**config.mk**
```make
export PLATFORM = sky130hd
export DESIGN_NAME = ddr4_v2_2_24_tg_rw_scheduler
export DESIGN_NICKNAME = d
export VERILOG_FILES = /design/src/rtl/ddr4_v2_2_24_tg_sched_pkg.sv /design/src/rtl/ddr4_v2_2_24_tg_sched_cnt.sv /design/src/rtl/ddr4_v2_2_24_tg_rw_scheduler.sv
export SDC_FILE = /design/constraint.sdc
export NUM_CORES = 1
export LEC_CHECK = 0
export CAP_MARGIN = 30
export CORE_AREA = 2 2 84 86
export DETAILED_ROUTE_END_ITERATION = 7
export DIE_AREA = 0 0 86 88
export DONT_BUFFER_PORTS = 1
export REMOVE_ABC_BUFFERS = 1
export SLEW_MARGIN = 20
export SYNTH_ARGS = -nofsm -noshare
export SYNTH_HDL_FRONTEND = slang
export SYNTH_SLANG_ARGS = --single-unit
```
**constraint.sdc**
```tcl
create_clock -name clk -period 4.1 [get_ports clk]
set_input_delay 0.82 -clock clk [delete_from_list [all_inputs] [get_ports clk]]
set_output_delay 0.82 -clock clk [all_outputs]
set_load 0.02 [all_outputs]
```
**src/rtl/ddr4_v2_2_24_tg_sched_pkg.sv**
```systemverilog
// rtl/ddr4_v2_2_24_tg_sched_pkg.sv - shared types for the TG write/read scheduler
package ddr4_v2_2_24_tg_sched_pkg;

    localparam logic [1:0] SCHED_IDLE = 2'd0;
    localparam logic [1:0] SCHED_WR   = 2'd1;
    localparam logic [1:0] SCHED_RD   = 2'd2;

    typedef enum logic [1:0] {
        ST_IDLE = SCHED_IDLE,
        ST_WR   = SCHED_WR,
        ST_RD   = SCHED_RD
    } sched_state_e;

endpackage

```
**src/rtl/ddr4_v2_2_24_tg_sched_cnt.sv**
```systemverilog
// rtl/ddr4_v2_2_24_tg_sched_cnt.sv - clearable, enabled, saturating up-counter
module ddr4_v2_2_24_tg_sched_cnt #(
    parameter int W = 8
) (
    input  logic         clk,
    input  logic         rst,
    input  logic         clr_i,
    input  logic         en_i,
    output logic [W-1:0] cnt_o
);

    logic [W-1:0] cnt_q;
    logic [W-1:0] cnt_d;

    always_comb begin
        cnt_d = cnt_q;
        if (clr_i)
            cnt_d = '0;
        else if (en_i && (cnt_q != {W{1'b1}}))
            cnt_d = cnt_q + {{(W-1){1'b0}}, 1'b1};
    end

    always_ff @(posedge clk) begin
        if (rst)
            cnt_q <= '0;
        else
            cnt_q <= cnt_d;
    end

    assign cnt_o = cnt_q;

endmodule

```
**src/rtl/ddr4_v2_2_24_tg_rw_scheduler.sv**
```systemverilog
// rtl/ddr4_v2_2_24_tg_rw_scheduler.sv - merges a write-only and a read-only
// requester onto the MC UI using bounded bursts and a starvation timer
module ddr4_v2_2_24_tg_rw_scheduler
    import ddr4_v2_2_24_tg_sched_pkg::*;
#(
    parameter int TCQ            = 100,
    parameter int APP_ADDR_WIDTH = 32,
    parameter int APP_CMD_WIDTH  = 3,
    parameter int APP_DATA_WIDTH = 32,
    parameter int DM_WIDTH       = 8,
    parameter int CNT_WIDTH      = 8,
    parameter int MW             = APP_DATA_WIDTH / DM_WIDTH
) (
    input  logic                      clk,
    input  logic                      rst,
    input  logic                      init_calib_complete_r,
    input  logic [CNT_WIDTH-1:0]      wr_burst_max,
    input  logic [CNT_WIDTH-1:0]      rd_burst_max,
    input  logic [CNT_WIDTH-1:0]      starve_limit,
    input  logic                      wr_req_en,
    input  logic [APP_CMD_WIDTH-1:0]  wr_req_cmd,
    input  logic [APP_ADDR_WIDTH-1:0] wr_req_addr,
    input  logic [APP_DATA_WIDTH-1:0] wr_req_data,
    input  logic [MW-1:0]             wr_req_mask,
    output logic                      wr_req_rdy,
    input  logic                      rd_req_en,
    input  logic [APP_CMD_WIDTH-1:0]  rd_req_cmd,
    input  logic [APP_ADDR_WIDTH-1:0] rd_req_addr,
    output logic                      rd_req_rdy,
    input  logic                      app_rdy,
    input  logic                      app_wdf_rdy,
    output logic                      app_en,
    output logic [APP_CMD_WIDTH-1:0]  app_cmd,
    output logic [APP_ADDR_WIDTH-1:0] app_addr,
    output logic [APP_DATA_WIDTH-1:0] app_wdf_data,
    output logic [MW-1:0]             app_wdf_mask,
    output logic                      app_wdf_wren,
    output logic                      app_wdf_end,
    output logic [1:0]                sched_state
);

    // Clock-to-q is a simulation-only notion in the original flow; only sanity-check it here.
    if (TCQ < 0) begin : g_tcq_invalid
    end

    sched_state_e        state_q, state_d;
    logic                last_wr_q, last_wr_d;
    logic                restart;
    logic                wr_xfer, rd_xfer;
    logic                cnt_clr, burst_en, starve_en;
    logic [CNT_WIDTH-1:0] burst_cnt, starve_cnt;
    logic [CNT_WIDTH-1:0] wr_lim, rd_lim;
    logic [CNT_WIDTH:0]   burst_nxt;
    logic                 wr_done, rd_done, starve_hit;

    assign wr_xfer = init_calib_complete_r && (state_q == ST_WR) && wr_req_en && app_rdy && app_wdf_rdy;
    assign rd_xfer = init_calib_complete_r && (state_q == ST_RD) && rd_req_en && app_rdy;

    assign wr_lim     = (wr_burst_max == '0) ? {{(CNT_WIDTH-1){1'b0}}, 1'b1} : wr_burst_max;
    assign rd_lim     = (rd_burst_max == '0) ? {{(CNT_WIDTH-1){1'b0}}, 1'b1} : rd_burst_max;
    assign burst_nxt  = {1'b0, burst_cnt} + {{CNT_WIDTH{1'b0}}, 1'b1};
    assign wr_done    = wr_xfer && (burst_nxt >= {1'b0, wr_lim});
    assign rd_done    = rd_xfer && (burst_nxt >= {1'b0, rd_lim});
    assign starve_hit = (starve_limit != '0) && (starve_cnt >= starve_limit);

    // A finished burst with nobody waiting on the other side starts a fresh burst in place.
    always_comb begin
        state_d = state_q;
        restart = 1'b0;
        if (!init_calib_complete_r) begin
            state_d = ST_IDLE;
        end else begin
            case (state_q)
                ST_IDLE: begin
                    if (wr_req_en && rd_req_en)
                        state_d = last_wr_q ? ST_RD : ST_WR;
                    else if (wr_req_en)
                        state_d = ST_WR;
                    else if (rd_req_en)
                        state_d = ST_RD;
                end
                ST_WR: begin
                    if (!wr_req_en || (starve_hit && rd_req_en))
                        state_d = rd_req_en ? ST_RD : ST_IDLE;
                    else if (wr_done) begin
                        if (rd_req_en) state_d = ST_RD;
                        else           restart = 1'b1;
                    end
                end
                ST_RD: begin
                    if (!rd_req_en || (starve_hit && wr_req_en))
                        state_d = wr_req_en ? ST_WR : ST_IDLE;
                    else if (rd_done) begin
                        if (wr_req_en) state_d = ST_WR;
                        else           restart = 1'b1;
                    end
                end
                default: state_d = ST_IDLE;
            endcase
        end
    end

    always_comb begin
        last_wr_d = last_wr_q;
        if (state_d == ST_WR)      last_wr_d = 1'b1;
        else if (state_d == ST_RD) last_wr_d = 1'b0;
    end

    always_ff @(posedge clk) begin
        if (rst) begin
            state_q   <= ST_IDLE;
            last_wr_q <= 1'b0;
        end else begin
            state_q   <= state_d;
            last_wr_q <= last_wr_d;
        end
    end

    assign cnt_clr   = (state_d != state_q) || restart || !init_calib_complete_r;
    assign burst_en  = wr_xfer || rd_xfer;
    assign starve_en = ((state_q == ST_WR) && rd_req_en) || ((state_q == ST_RD) && wr_req_en);

    ddr4_v2_2_24_tg_sched_cnt #(.W(CNT_WIDTH)) u_burst_cnt (
        .clk   (clk),
        .rst   (rst),
        .clr_i (cnt_clr),
        .en_i  (burst_en),
        .cnt_o (burst_cnt)
    );

    ddr4_v2_2_24_tg_sched_cnt #(.W(CNT_WIDTH)) u_starve_cnt (
        .clk   (clk),
        .rst   (rst),
        .clr_i (cnt_clr),
        .en_i  (starve_en),
        .cnt_o (starve_cnt)
    );

    assign wr_req_rdy   = (state_q == ST_WR) && app_rdy && app_wdf_rdy;
    assign rd_req_rdy   = (state_q == ST_RD) && app_rdy;
    assign app_en       = wr_xfer || rd_xfer;
    assign app_cmd      = (state_q == ST_WR) ? wr_req_cmd  : (state_q == ST_RD) ? rd_req_cmd  : '0;
    assign app_addr     = (state_q == ST_WR) ? wr_req_addr : (state_q == ST_RD) ? rd_req_addr : '0;
    assign app_wdf_data = wr_req_data;
    assign app_wdf_mask = wr_req_mask;
    assign app_wdf_wren = wr_xfer;
    assign app_wdf_end  = wr_xfer;
    assign sched_state  = state_q;

endmodule

```
==> flow_summary.yaml <==
yosys:
  synth_cells: 328
  syn_area_sq_mm: 0.00256
  yosysSeqAreaShare_pct: 14.9
  ys_async_sr_fraction_pct: 0
  synth_flop_cell: "dfxtp_1"
  synth_top_cell_area_share_pct: 15.2
  ys_seq_elements: 19
  synth_top_area_cell: "ha_1"
  yosys_warnings: 0
  avgSynthCellArea_sq_um: 7.80
  ys_types: 53
  ys_top_cells_by_area: "ha_1 15%, dfxtp_1 15%, a22o_1 12%"
  synth_edf_count: 0
final_layout:
  antenna_cells: 0
  layout-drive-gt1-share_pct: 7.67
  fin_nets: 456
  layout_commonest_cell: "a22o_1"
  area_growth_pct: -5.82
  final_cell_mix: "35 x a22o_1, 31 x ha_1, 29 x inv_1"
clock_tree:
  clkLatencyLatePin_ns: 0.26
  cts.path.max_buffers: 2
  cts_hold_buf: 0
  htreeDepth: 1
  root_buffer: "clkbuf_8"
  clock-sinks: 19
  post_cts_buffers: 0
  clkTransAtPathRegs_ns: 0.07
  cts-buffers-inserted: 3
  cts_resized: 0
  cts_tree: "built"
placement:
  post-place-ws_ns: 0.376
  port_buffers: 0
  dp_hpwl_um: 6670
  routabilityCongestion: 0.816
grt:
  grt_pass1_vias: 2000
  grt_usage_pct: 19.2
  gr-total-overflow: 0
  grt_pass1_wl_um: 11100
  grt_max_degree: 36
  antenna_found_initial: 0
setup_path:
  max_stage_delay_ns: 0.65
  worst_setup_path_end_kind: "flop"
  critPathLaunchType: "flop"
  crit_fanout: 16
  cpMaxStageDelayCell: "o311ai_4"
  worstPathArrival_ns: 3.86
  crit_path_cell_trace: "nand3_1 > or2_2 > nor2_1 > xor2_1 > ha_1 > nand3_1 > nor2_1 > nor4_1 > a311oi_1 > or2_4 > o311ai_4 > nor3_1"
  required_ns: 4.21
  worstSetupPathType: "flop to flop"
job:
  drv_cap: 0
pwr:
  vdd_ir_drop_max_uv: 109
  power.leakage_nw: 1.01
  internal_power_w: 0.000293
  power_frac_comb_pct: 25.8
  switching_share_pct: 31.9
  power_density_mw_per_mm2: 179
  p_seq_share_pct: 44.0
  switching_power_w: 0.000137
  pwr-share-clk_pct: 30.2
route:
  via_per_inst: 6.09
  avgRoutedWirePerCell_um: 21.2
  drt-initial-drc-count: 120
  drc: 0
  drtPass1Iterations: 4
  drt_wl_total_um: 7790
  drtAntennaViolNets: 0
  vias: 2235
floorplan:
  ioPinCount: 215
  die_area_sq_mm: 0.00757
  rows: 30
  die_y_um: 88
  die_width_um: 86
  design.core.area_sq_mm: 0.00664
  initial_core_util_pct: 38.5
timing:
  fin_ws_ns: 0.353
  fin_crit_sh_pct: 91.4
  finalCriticalPeriod_ns: 3.75
  hold_viol: 0
  setup_tns_ns: 0
  worst_pin_slew_ns: 0.825
  fin_skew_ns: 0.00360
  rsz0062_at_grt: "no"
  slew_headroom_pct: 45.0
  setup_viol: 0
  holdWs_ns: 0.552
  maxSlewViolCount: 0
  maxClockFrequency_mhz: 267
outcome:
  status: "completed"
min_path:
  min_path_type: "flop to flop"
## sequential cells by signal, summed over array words and instances (netlist names)
name	count
u_burst_cnt.cnt_o	8
last_wr_q	1
sched_state	2
u_starve_cnt.cnt_o	8
## path summary, 6_finish.rpt
check / cells past startpoint / slack, ns / from / to
worst min register to register: 2 / 0.55 / last_wr_q / last_wr_q
worst max-delay path: 12 / 0.35 / u_burst_cnt.cnt_o[0] / u_burst_cnt.cnt_o[5]
worst min-delay path: 2 / 0.55 / last_wr_q / last_wr_q
worst max register to register: 12 / 0.35 / u_burst_cnt.cnt_o[0] / u_burst_cnt.cnt_o[5]
## power groups by stage
stage	registers, W	clock network (W)	logic [W]
after floorplan	0.000193	0	0.0000920
after global placement	0.000194	0	0.000109
after detailed placement	0.000194	0	0.000111
after CTS	0.000189	0.000134	0.000112
after global routing	0.000190	0.000141	0.000123
final	0.000189	0.000130	0.000111
## cells in the mapped netlist, types with 2 or more instances
cell	count
buf_4	37
a22o_1	35
ha_1	31
inv_1	29
nor2_1	20
dfxtp_1	19
nand2_1	18
nor3_1	15
xnor2_1	13
a21oi_1	12
nand3_1	12
o21ai_0	9
clkbuf_1	7
xor2_1	5
mux2i_1	4
nor2b_1	4
nor4_1	4
o22ai_1	4
and3_1	3
nand2b_1	3
o21a_1	3
a211oi_1	2
a311oi_1	2
a41o_1	2
and2_1	2
nand4_1	2
o21ai_1	2
o21bai_1	2
o31a_2	2
or4_4	2
## per-stage QoR
| stage | total power, W | std cells | area, sq um | utilization [%] |
|---|---|---|---|---|
| 5_1_grt | 0.000453 | 367 | 2410 | 36.3 |
| 3_5_place_dp | 0.000304 | 363 | 2360 | 35.6 |
| 2_1_floorplan | 0.000285 | 280 | 2220 | - |
| 4_1_cts | 0.000435 | 367 | 2410 | 36.3 |
| 6_report | 0.000431 | 367 | 2410 | 36.3 |
| 3_3_place_gp | 0.000302 | 363 | 2350 | 35.4 |
## metal layers
layer | track usage [%] | up-vias | wire length (um)
li1 | - | 1071 | -
met1 | 23.3 | 1026 | 3140
met2 | 29.5 | 134 | 3530
met3 | 11.6 | 4 | 1100
met4 | 3.03 | 0 | 35
met5 | 3.25 | - | 0
## cell families (layout without fill, tap and decap cells)
logic type / after synthesis / count (layout) / synth area share [%]
AND/OR/NAND/NOR: 93 / 93 / 18.7
AO/OA/AOI/OAI: 86 / 86 / 26.1
buffers and inverters: 77 / 36 / 17.5
adder cells (fa/ha/maj): 31 / 31 / 15.2
flip-flops: 19 / 19 / 14.9
XOR/XNOR: 18 / 18 / 6.16
multiplexers: 4 / 4 / 1.57
## critical path, delay by kind of cell, from the launching register on
| kind | cells | cell delay [ns] |
|---|---|---|
| xor gates and xnor gates | 1 | 0.31 |
| and+or+nand+nor | 8 | 1.69 |
| DFF | 1 | 0.42 |
| adders and majority gates | 1 | 0.31 |
| AOI/OAI and AO/OA | 2 | 0.88 |
## final cells by class
| class | count | area [sq um] |
|---|---|---|
| tap | 80 | 100 |
| fill | 686 | 4240 |
| sequential | 19 | 380 |
| multi-input combinational | 232 | 1750 |
| inverter | 29 | 109 |
| timing repair buffer | 3 | 22.5 |
| clock inverter | 1 | 5.00 |
| clock buffer | 3 | 41.3 |
(Power assumes the default switching activity.)
